==> config.mk <==
export PLATFORM = sky130hd
export DESIGN_NAME = ahb_bus_arbiter
export DESIGN_NICKNAME = d
export VERILOG_FILES = /design/src/rtl/ahb_bus_arbiter.sv
export SDC_FILE = /design/constraint.sdc
export NUM_CORES = 1
export LEC_CHECK = 0
export BUFFER_PORTS_ARGS = -buffer_cell sky130_fd_sc_hd__buf_2
export CAP_MARGIN = 25
export CORE_AREA = 2 2 120 122
export CTS_BUF_LIST = sky130_fd_sc_hd__clkbuf_2
export DETAILED_ROUTE_END_ITERATION = 6
export DIE_AREA = 0 0 122 124
export PLACE_DENSITY = 0.45
export SLEW_MARGIN = 5
export SYNTH_ARGS = -nofsm -noshare
export SYNTH_HDL_FRONTEND = slang
export SYNTH_SLANG_ARGS = --single-unit
export TNS_END_PERCENT = 30
==> constraint.sdc <==
create_clock -name clk -period 1.95 [get_ports clk]
set_input_delay 0.0975 -clock clk [delete_from_list [all_inputs] [get_ports clk]]
set_output_delay 0.0975 -clock clk [all_outputs]
set_load 0.02 [all_outputs]
==> src/rtl/ahb_bus_arbiter.sv <==
// Round-robin arbiter sharing one system bus between several masters and slaves.
// Each transfer runs IDLE -> GRANT (slave capture strobe) -> DATA (select until ready or timeout).
module ahb_bus_arbiter #(
   parameter int NUM_MASTERS    = 2,
   parameter int NUM_SLAVES     = 2,
   parameter int TIMEOUT_CYCLES = 16,
   localparam int OW            = (NUM_MASTERS > 1) ? $clog2(NUM_MASTERS) : 1
) (
   input  logic                      clk,
   input  logic                      rst,
   input  logic [NUM_MASTERS-1:0]    MReq,
   input  logic [NUM_MASTERS*32-1:0] MAddr,
   input  logic [NUM_MASTERS-1:0]    MWrite,
   input  logic [NUM_MASTERS*32-1:0] MWdata,
   output logic [NUM_MASTERS-1:0]    MGnt,
   output logic [NUM_MASTERS-1:0]    MDone,
   output logic [31:0]               MRdata,
   output logic [1:0]                MResp,
   output logic [OW-1:0]             Owner,
   output logic [31:0]               HAddress,
   output logic [31:0]               HWrite_data,
   output logic                      HWrite,
   output logic [NUM_SLAVES-1:0]     HGrant,
   output logic [NUM_SLAVES-1:0]     HSel,
   input  logic [NUM_SLAVES*32-1:0]  HRead_data,
   input  logic [NUM_SLAVES-1:0]     HReady,
   input  logic [NUM_SLAVES*2-1:0]   HResp
);

   localparam int TW = (TIMEOUT_CYCLES > 0) ? $clog2(TIMEOUT_CYCLES + 1) : 1;

   typedef enum logic [1:0] {ST_IDLE, ST_GRANT, ST_DATA} state_e;

   state_e          state_q, state_d;
   logic [OW-1:0]   owner_q, owner_d;
   logic [OW-1:0]   ptr_q, ptr_d;
   logic [3:0]      slave_q, slave_d;
   logic            dec_err_q, dec_err_d;
   logic [TW-1:0]   tmo_q, tmo_d;

   logic [OW-1:0]          win;
   logic                   win_found;
   logic [3:0]             win_slave;
   logic [NUM_MASTERS-1:0] own_oh;
   logic [NUM_SLAVES-1:0]  sl_oh;
   logic [31:0]            own_addr, own_wdata;
   logic                   own_write;
   logic                   sl_ready;
   logic [31:0]            sl_rdata;
   logic [1:0]             sl_resp;
   logic                   tmo_hit;

   // Round-robin search: first requester above the pointer, else wrap to the lowest.
   always_comb begin
      win       = '0;
      win_found = 1'b0;
      for (int j = 0; j < NUM_MASTERS; j++) begin
         if (!win_found && MReq[j] && (OW'(j) > ptr_q)) begin
            win       = OW'(j);
            win_found = 1'b1;
         end
      end
      for (int j = 0; j < NUM_MASTERS; j++) begin
         if (!win_found && MReq[j] && (OW'(j) <= ptr_q)) begin
            win       = OW'(j);
            win_found = 1'b1;
         end
      end
      win_slave = '0;
      for (int j = 0; j < NUM_MASTERS; j++) begin
         if (OW'(j) == win) win_slave = MAddr[j*32+28 +: 4];
      end
   end

   always_comb begin
      own_oh    = '0;
      own_addr  = '0;
      own_wdata = '0;
      own_write = 1'b0;
      for (int j = 0; j < NUM_MASTERS; j++) begin
         if (OW'(j) == owner_q) begin
            own_oh[j] = 1'b1;
            own_addr  = MAddr[j*32 +: 32];
            own_wdata = MWdata[j*32 +: 32];
            own_write = MWrite[j];
         end
      end
   end

   always_comb begin
      sl_oh    = '0;
      sl_ready = 1'b0;
      sl_rdata = '0;
      sl_resp  = '0;
      for (int s = 0; s < NUM_SLAVES; s++) begin
         if (slave_q == 4'(s)) begin
            sl_oh[s] = 1'b1;
            sl_ready = HReady[s];
            sl_rdata = HRead_data[s*32 +: 32];
            sl_resp  = HResp[s*2 +: 2];
         end
      end
   end

   // tmo_q counts earlier low-ready DATA cycles, so the abort lands on the TIMEOUT_CYCLES-th one.
   assign tmo_hit = (TIMEOUT_CYCLES > 0) && (tmo_q == TW'(TIMEOUT_CYCLES - 1));

   always_ff @(posedge clk) begin
      if (rst) begin
         state_q   <= ST_IDLE;
         owner_q   <= '0;
         ptr_q     <= OW'(NUM_MASTERS - 1);
         slave_q   <= '0;
         dec_err_q <= 1'b0;
         tmo_q     <= '0;
      end else begin
         state_q   <= state_d;
         owner_q   <= owner_d;
         ptr_q     <= ptr_d;
         slave_q   <= slave_d;
         dec_err_q <= dec_err_d;
         tmo_q     <= tmo_d;
      end
   end

   always_comb begin
      state_d   = state_q;
      owner_d   = owner_q;
      ptr_d     = ptr_q;
      slave_d   = slave_q;
      dec_err_d = dec_err_q;
      tmo_d     = tmo_q;
      case (state_q)
         ST_IDLE: begin
            if (win_found) begin
               owner_d   = win;
               ptr_d     = win;
               slave_d   = win_slave;
               dec_err_d = ({1'b0, win_slave} >= 5'(NUM_SLAVES));
               state_d   = ST_GRANT;
            end
         end
         ST_GRANT: begin
            tmo_d   = '0;
            state_d = dec_err_q ? ST_IDLE : ST_DATA;
         end
         ST_DATA: begin
            if (sl_ready || tmo_hit) begin
               state_d = ST_IDLE;
            end else if (TIMEOUT_CYCLES > 0) begin
               tmo_d = tmo_q + TW'(1);
            end
         end
         default: state_d = ST_IDLE;
      endcase
   end

   // Outputs are forced low while rst is high so a reset mid-transfer never leaks a completion.
   always_comb begin
      MGnt        = '0;
      MDone       = '0;
      MRdata      = '0;
      MResp       = '0;
      HAddress    = '0;
      HWrite_data = '0;
      HWrite      = 1'b0;
      HGrant      = '0;
      HSel        = '0;
      if (!rst) begin
         case (state_q)
            ST_GRANT: begin
               MGnt        = own_oh;
               HAddress    = own_addr;
               HWrite_data = own_wdata;
               HWrite      = own_write;
               if (dec_err_q) begin
                  MDone = own_oh;
                  MResp = 2'b01;
               end else begin
                  HGrant = sl_oh;
               end
            end
            ST_DATA: begin
               MGnt        = own_oh;
               HSel        = sl_oh;
               HAddress    = own_addr;
               HWrite_data = own_wdata;
               HWrite      = own_write;
               if (sl_ready) begin
                  MDone  = own_oh;
                  MRdata = sl_rdata;
                  MResp  = sl_resp;
               end else if (tmo_hit) begin
                  MDone = own_oh;
                  MResp = 2'b01;
               end
            end
            default: ;
         endcase
      end
   end

   assign Owner = owner_q;

endmodule
## After elaboration in Yosys (flattened, before gate mapping)

Cells that the tools add are included.

- Output and inout bits: 108
- Word-level logic and storage cells: 90
- Input bits: 204
- Register bits after elaboration: 14

- $lt $le $gt $ge: 5
- Eq/ne operators: 7
- Reduce and logical (&&, ||, !) cells: 18
- Multiplexer cells: 53
- Add/sub/neg operators: 1

Operators with widths:

| operator | count |
|---|---|
| two-way mux 32 bit | 11 |
| two-way mux 2 bit | 18 |
| two-way mux 1 bit | 18 |
| case mux 5 bit (2 select lines) | 1 |
| case mux 2 bit (2 select lines) | 2 |
| logical AND 1 bit | 7 |
| inequality test 2 bit, second input constant | 3 |
| case mux 2 bit (3 select lines) | 1 |
| AND reduction 2 bit | 3 |
| adder 5 x 1 -> 5 bit, second input constant | 1 |
| equality test 5 x 4 -> 1 bit, second input constant | 1 |
| two-way mux 5 bit | 1 |
| equality test 4 x 1 -> 1 bit, second input constant | 1 |
| >= comparator 4 x 2 -> 1 bit, second input constant | 1 |
| zero test 4 bit | 1 |
| two-way mux 4 bit | 1 |
| zero test 1 bit | 3 |
| equality test 2 x 1 -> 1 bit, second input constant | 1 |
| equality test 2 bit, second input constant | 1 |
| > comparator 1 bit, first input constant | 2 |
| less-or-equal comparator 1 bit, first input constant | 2 |
| zero test 2 bit | 1 |
| nonzero test 2 bit | 1 |
| OR reduction 2 bit | 1 |
| logical OR 1 bit | 1 |

## Longest topological paths before layout

Gate-level depths: netlist of run 1.

- Word-level depth: 17
- Mapped depth: 7
- Gate-level depth less buffers: 7

## Worst setup path after synthesis of run 1

OpenSTA, ideal clock, no wires.

- Kind: reg2out
- Start: reg slave_q[1]
- End: out MResp[1]
- Buffers on the path: 2
- Slack: -0.111 ns
- Required time: 1.852 ns
- Stages on the path, launching flop included: 6
- Arrival time: 1.963 ns
- Cell sequence: dfxtp_1 > or3_1 > clkbuf_2 > or4_4 > buf_6 > nor3b_1

- Cells in the longest elaborated chain, start to end: 6
- Elaborated cells between the ends (all ways): 9
- Classes of those cells: eq/ne (1); mux (7); reduce/logical (1)

Ends and longest elaborated chain:

| what | line | text |
|---|---|---|
| start: declaration | 37 | `logic [3:0] slave_q, slave_d;` |
| start signal: assignment | 120 | `slave_q <= slave_d;` |
| zero test 4 bit | 96 | `if (slave_q == 4'(s)) begin` |
| two-way mux 2 bit / two-way mux 1 bit (equally long branches) (2 in series) | 96 |  |
| two-way mux 2 bit * | 189 | `if (sl_ready) begin` |
| case mux 2 bit (2 select lines) * | 170 | `case (state_q)` |
| two-way mux 2 bit * | 169 | `if (!rst) begin` |
| end: declaration | 18 | `output logic [1:0] MResp,` |

Every way passes the cells marked *; elsewhere a longest branch is shown, timed or not.

## Final worst setup path of run 1

- Start: reg slave_q[1]
- End: out MRdata[6]

- Cells in the longest elaborated chain, start to end: 6
- Elaborated cells between the ends (all ways): 9
- Classes of those cells: eq/ne (1); mux (7); reduce/logical (1)

Ends and longest elaborated chain:

| what | line | text |
|---|---|---|
| zero test 4 bit | 96 |  |
| two-way mux 32 bit / two-way mux 1 bit (equally long branches) (2 in series) | 96 |  |
| two-way mux 32 bit * | 189 |  |
| two-way mux 32 bit * | 170 |  |
| two-way mux 32 bit * | 169 |  |
| end: declaration | 17 | `output logic [31:0] MRdata,` |

Marks and branches as above.

==> results.md, run 1 <==
- Placed inst area: 3810 µm²
- Cell area after layout: 4540 µm²
- Data arrival, critical path: 2070 ps
- RSZ-0062 raised after global routing: yes
- Row count: 43
- Worst vdd ir: 241 µV
- First-pass GRT wire length: 17700 µm
- Finished Core Util: 0.331
- Placer Congestion: 0.793
- Reg clk slew, reported paths: 150 ps
- Final setup margin: -214 ps
- Crit Reg-Reg Startpoint: tmo_q[0]$_SDFFE_PP0P_
- Top cell type's share of synthesized area: 0.292
- Die area: 15100 µm²
- Detail Placement HPWL: 10800 µm
- Core Area: 13700 µm²
- CP max FO: 16
- Clock skew: 10.9 ps
- Yosys reg bits: 14
- Worst-skew pair later-pin latency: 270 ps
- Max-slew violation count: 0
- Vias/cell: 4.57
- Max-Cap Viols: 0
- Boundary Pins: 312
- Worst setup SP type: flip-flop
- Post-route antenna net violation count: 0
- Overall Power: 2060 µW
- Clock buffer depth: 2
- Slew headroom: 0.669
- Synth unique cells: 39
- Crit path required time: 1850 ps
- Crit path capture type: output port
- Final setup viols: 36
- P&R area growth vs syn: 133%
- DR vias: 3485
- Failing checks: negative setup slack
- CTS Sinks: 14
- Net count, final: 789
- DR iter-0 viols: 112
- Drt first pass iters: 4
- Fill count: 1475
- Status: complete, but fails checks
- Die height: 124 µm
- Chip width: 122 µm
- Drt wl/cell: 18.6 µm
- Post-Syn Area: 1950 µm²
- Synth Flop Type: dfxtp_1
- GRT Total Usage: 0.155
- Port Buffers: 311
- Synth cell count leaders: 65 x a22o_1, 46 x nor2_1, 35 x a22oi_1
- Fmax: 462 MHz
- Initial antenna violation count: 3
- Layout cells sized above 1: 0.636
- Cells on worst reg2reg path: 7
- Period minus WS final: 2160 ps
- Synthesized net count: 473
- Pin count of the biggest net entering global routing: 34
- Worst Hold End: slave_q[0]$_SDFFE_PP0P_
- CTS tree: done
- Synth async-reset ratio: 0
- H-tree depth: 1
- Grt total ovfl: 0
- Hold Crit Class: primary input to flip-flop
- Dpl ws: 111 ps
- DRC errors left: 0
- Dominant cell by count in the synthesized netlist: a22o_1
- Min-delay src: rst
- Worst Max-Slew Pin Slew: 495 ps
- Post-synth top area cell: a22o_1
- Drt total wl: 14200 µm
- Crit share post-route: 1.11
- P_leak: 0.00226 µW
- Hold-fix buffers, CTS: 0
- Register area: 289 µm²
- Crit path kind: flip-flop to output port
- Post-synth EDFFs: 0
- Syn Area/Cell: 7.38 µm²
- Post-Syn Instances: 264
- Worst flop-to-flop path endpoint: tmo_q[3]$_SDFFE_PP0P_
- Fin. Hold Viols: 0
- Part of the Yosys area used for sequential elements: 0.144
- Area contributors post-synth: a22o_1 29%, dfxtp_1 14%, a22oi_1 13%
- Reg2reg setup slack: 100 ps
- Multi-input logic area: 1600 µm²
- Starting density of the core: 0.142
- Hold path cells: 2
- Pwr Density: 453 nW/µm²
- Inserted Clock Buffers: 3
- Vias in the first global route: 3246
- Total number of yosys warnings: 0
- Root Driver: clkbuf_2
==> cell usage in the layout, fill, tap and decap left out, types with 5 or more instances in the layout <==
cell type and count:
nor2_1 42, nand2_1 6, buf_2 213, buf_12 6, a21oi_1 5, dfxtp_1 9, buf_6 46, nand2b_1 5
buf_4 68, a22o_1 65, a211oi_1 5, a22oi_1 35, nor3_1 6
==> power breakdown <==
group | switching, µW | leakage, µW | internal (µW)
clock | 95.4 | 0.0000140 | 44.6
sequential | 27.8 | 0.000117 | 318
combinational | 782 | 0.00213 | 789
total | 905 | 0.00226 | 1150
==> state kept, by name, indices dropped and copies added, names as in the netlist <==
signal / count
Owner: 1
tmo_q: 5
state_q: 2
ptr_q: 1
dec_err_q: 1
slave_q: 4
==> cell type report <==
cell class,count,share of cell area
antenna,3,0.00165
clock buffer,3,0.00331
clock inverter,1,0.000827
inverter,7,0.00634
multi-input combinational,215,0.351
sequential,14,0.0637
tap,180,0.0496
timing repair buffer,339,0.523
==> per-layer routing <==
layer,up-vias,track usage,wire [µm]
met4,0,0.0287,47
met2,196,0.300,7740
met1,1619,0.175,5320
li1,1666,-,-
met5,-,0,0
met3,4,0.0311,1090
==> cell families after synthesis <==
family,after synthesis,synth area share
compound gates,122,0.503
simple gates,82,0.207
buf+inv,35,0.0834
flops,14,0.144
mux,6,0.0315
fa+ha+maj,5,0.0321
==> timing repair <==
item	in CTS	in global routing
cloned	4	2
pin swaps	8	40
endpoints found under the setup margin	102	103
resized for setup	76	94
buffers inserted	5	1
==> worst max path at each step <==
stage	end	startpoint	cells past startpoint	slack, ps
global placement	MRdata[13]	slave_q[1]$_SDFFE_PP0P_	5	120
CTS	MRdata[22]	state_q[0]$_SDFFE_PP0P_	7	-200
global route	MRdata[6]	slave_q[1]$_SDFFE_PP0P_	5	-310
detailed placement	MRdata[22]	slave_q[1]$_SDFFE_PP0P_	5	110
floorplan	MRdata[10]	slave_q[1]$_SDFFE_PP0P_	6	-10
finish	MRdata[6]	slave_q[1]$_SDFFE_PP0P_	5	-210
==> worst max-delay path, cell delays in order, from the launching register on <==
cell	delay, ps
dfxtp_1	340
or3_4	400
or4_4	570
clkbuf_16	220
nor2_1	120
buf_4	150
==> per-stage QoR <==
step / cells / TNS (ps) / hold WS (ps)
detailed placement: 743 / 0 / 431
finish: 762 / -6170 / 122
floorplan: 264 / -318 / 331
global placement: 743 / 0 / 428
global route: 760 / -14080 / 102
CTS: 756 / -6270 / 108
No activity file was read; power rests on OpenSTA's default activity.
==> run 2: changes to the inputs <==
==> constraint.sdc (replaced) <==
create_clock -name clk -period 1.95 [get_ports clk]
set_input_delay 0 -clock clk [delete_from_list [all_inputs] [get_ports clk]]
set_output_delay 0 -clock clk [all_outputs]
set_load 0.02 [all_outputs]
==> results.md, run 2 (same netlist as run 1, synthesis figures left out) <==
- P&R area growth vs syn: 106%
- Cells on worst reg2reg path: 7
- Crit Reg-Reg Startpoint: tmo_q[0]$_SDFFE_PP0P_
- Hold path cells: 2
- Data arrival, critical path: 2060 ps
- DP Cell Count: 741
- Detail Placement HPWL: 10400 µm
- Setup TNS: -2440 ps
- Status: complete, but fails checks
- Failing checks: negative setup slack
- Biggest register: tmo_q
- Net count, final: 781
- Layout cells sized above 1: 0.620
- CP delay by family, top: simple AND/OR/NAND/NOR gates
- Grt total ovfl: 0
- Clock skew: 1.87 ps
- Placer Congestion: 0.764
- DR vias: 3388
- Crit path required time: 1950 ps
- Slew headroom: 0.663
- Non-Filler Instances: 752
- CP max FO: 32
- Worst-skew pair later-pin latency: 290 ps
- GRT Total Usage: 0.139
- Worst Max-Slew Pin Slew: 504 ps
- Fin. Hold Viols: 0
- Max-slew violation count: 0
- Period minus WS final: 2060 ps
- Pin count of the biggest net entering global routing: 33
- Max-Cap Viols: 0
- Crit path capture type: output port
- Max FFs per register: 5
- Initial antenna violation count: 1
- Crit share post-route: 1.05
- First-pass GRT wire length: 16000 µm
- CTS tree: done
- Critical path cell sequence: or3_4, or4_4, buf_12, nor2_1, buf_4
- Vias in the first global route: 3106
- Critical path depth: 5
- Vias/cell: 4.51
- Die height: 124 µm
- Drt total wl: 12500 µm
- Most common cell after layout, fill and taps aside: buf_2
- Final setup viols: 32
- Pwr Density: 455 nW/µm²
- Crit path from: slave_q[1]$_SDFFE_PP0P_
- DRC errors left: 0
- DR iter-0 viols: 128
- H-tree depth: 1
- Worst setup SP type: flip-flop
- Boundary Pins: 312
- Inserted Clock Buffers: 3
- Reg clk slew, reported paths: 150 ps
- CTS Sinks: 14
- Die area: 15100 µm²
- Top Registers: tmo_q: 5 flops, slave_q: 4 flops, state_q: 2 flops
- Final setup margin: -107 ps
- Post-route antenna net violation count: 0
- Hold-fix buffers, CTS: 0
- Most frequent cells in the layout: 273 x buf_2, 65 x a22o_1, 50 x buf_4, 44 x nor2_1, 35 x a22oi_1
- Overall Power: 1830 µW
- P_leak: 0.00214 µW
- Slowest CP cell: or4_4
- Chip width: 122 µm
- Hold Crit Class: primary input to flip-flop
- Core Area: 13700 µm²
- Clock buffer depth: 2
- Drt wl/cell: 16.6 µm
- Worst vdd ir: 151 µV
- Row count: 43
- Port Buffers: 311
- Max incr delay on CP: 520 ps
- Fmax: 486 MHz
- Min-delay src: rst
- WP buf/inv: 2
- Crit path kind: flip-flop to output port
- RSZ-0062 raised after global routing: yes
- Starting density of the core: 0.142
- Root Driver: clkbuf_2
- Drt first pass iters: 4
[run 2: path summary, 6_finish.rpt]
path,to,slack (ps)
worst max register to register,tmo_q[3]$_SDFFE_PP0P_,70
worst min-delay path,tmo_q[4]$_SDFFE_PP0P_,80
worst max-delay path,MRdata[14],-110
worst min register to register,tmo_q[0]$_SDFFE_PP0P_,470
[run 2: worst register-to-register path, cell delays in order, from the launching register on]
cell	delay, ps
dfxtp_2	370
ha_1	220
and3_1	190
ha_1	170
inv_1	70
o21ai_0	170
or4_1	510
a31oi_1	130
[run 2: layout make-up]
cell class	count	area, µm²
repair buffers	331	1890
well taps	180	225
inverters	7	26.3
diodes	1	2.50
fillers	1504	9700
flip-flops and latches	14	284
multi-input cells	215	1580
clock buffers	3	15.0
clock inverters	1	3.75
[run 2: per-layer routing]
| layer | routed length (µm) | GRT usage | share of wire | vias to the layer above |
|---|---|---|---|---|
| li1 | - | - | - | 1643 |
| met1 | 4510 | 0.155 | 0.36 | 1538 |
| met2 | 6560 | 0.272 | 0.52 | 203 |
| met3 | 1350 | 0.0366 | 0.11 | 4 |
| met4 | 95 | 0.0165 | 0.0076 | 0 |
| met5 | 0 | 0 | 0 | - |
[run 2: power by group]
group	leakage (µW)	switching, µW	total (µW)	internal, µW
registers	0.000116	22.5	340	317
clock network	0.0000140	107	152	44.6
logic	0.00201	727	1340	611
total	0.00214	857	1830	972
[run 2: metrics by stage]
step / worst slack, ps / util / cell area [µm²] / hold slack (ps)
CTS: -120 / 0.291 / 3990 / 64.2
floorplan: 85.2 / - / 1950 / 217
detailed placement: 144 / 0.277 / 3800 / 330
global placement: 162 / 0.277 / 3800 / 333
finish: -107 / 0.293 / 4020 / 82.0
global route: -186 / 0.293 / 4020 / 74.3
[run 2: repair_timing]
action | CTS | global route
setup buffers | 4 | 1
gates cloned | 1 | 1
endpoints found under the setup margin | 101 | 103
gates resized for setup | 40 | 11
pin swaps | 3 | 3
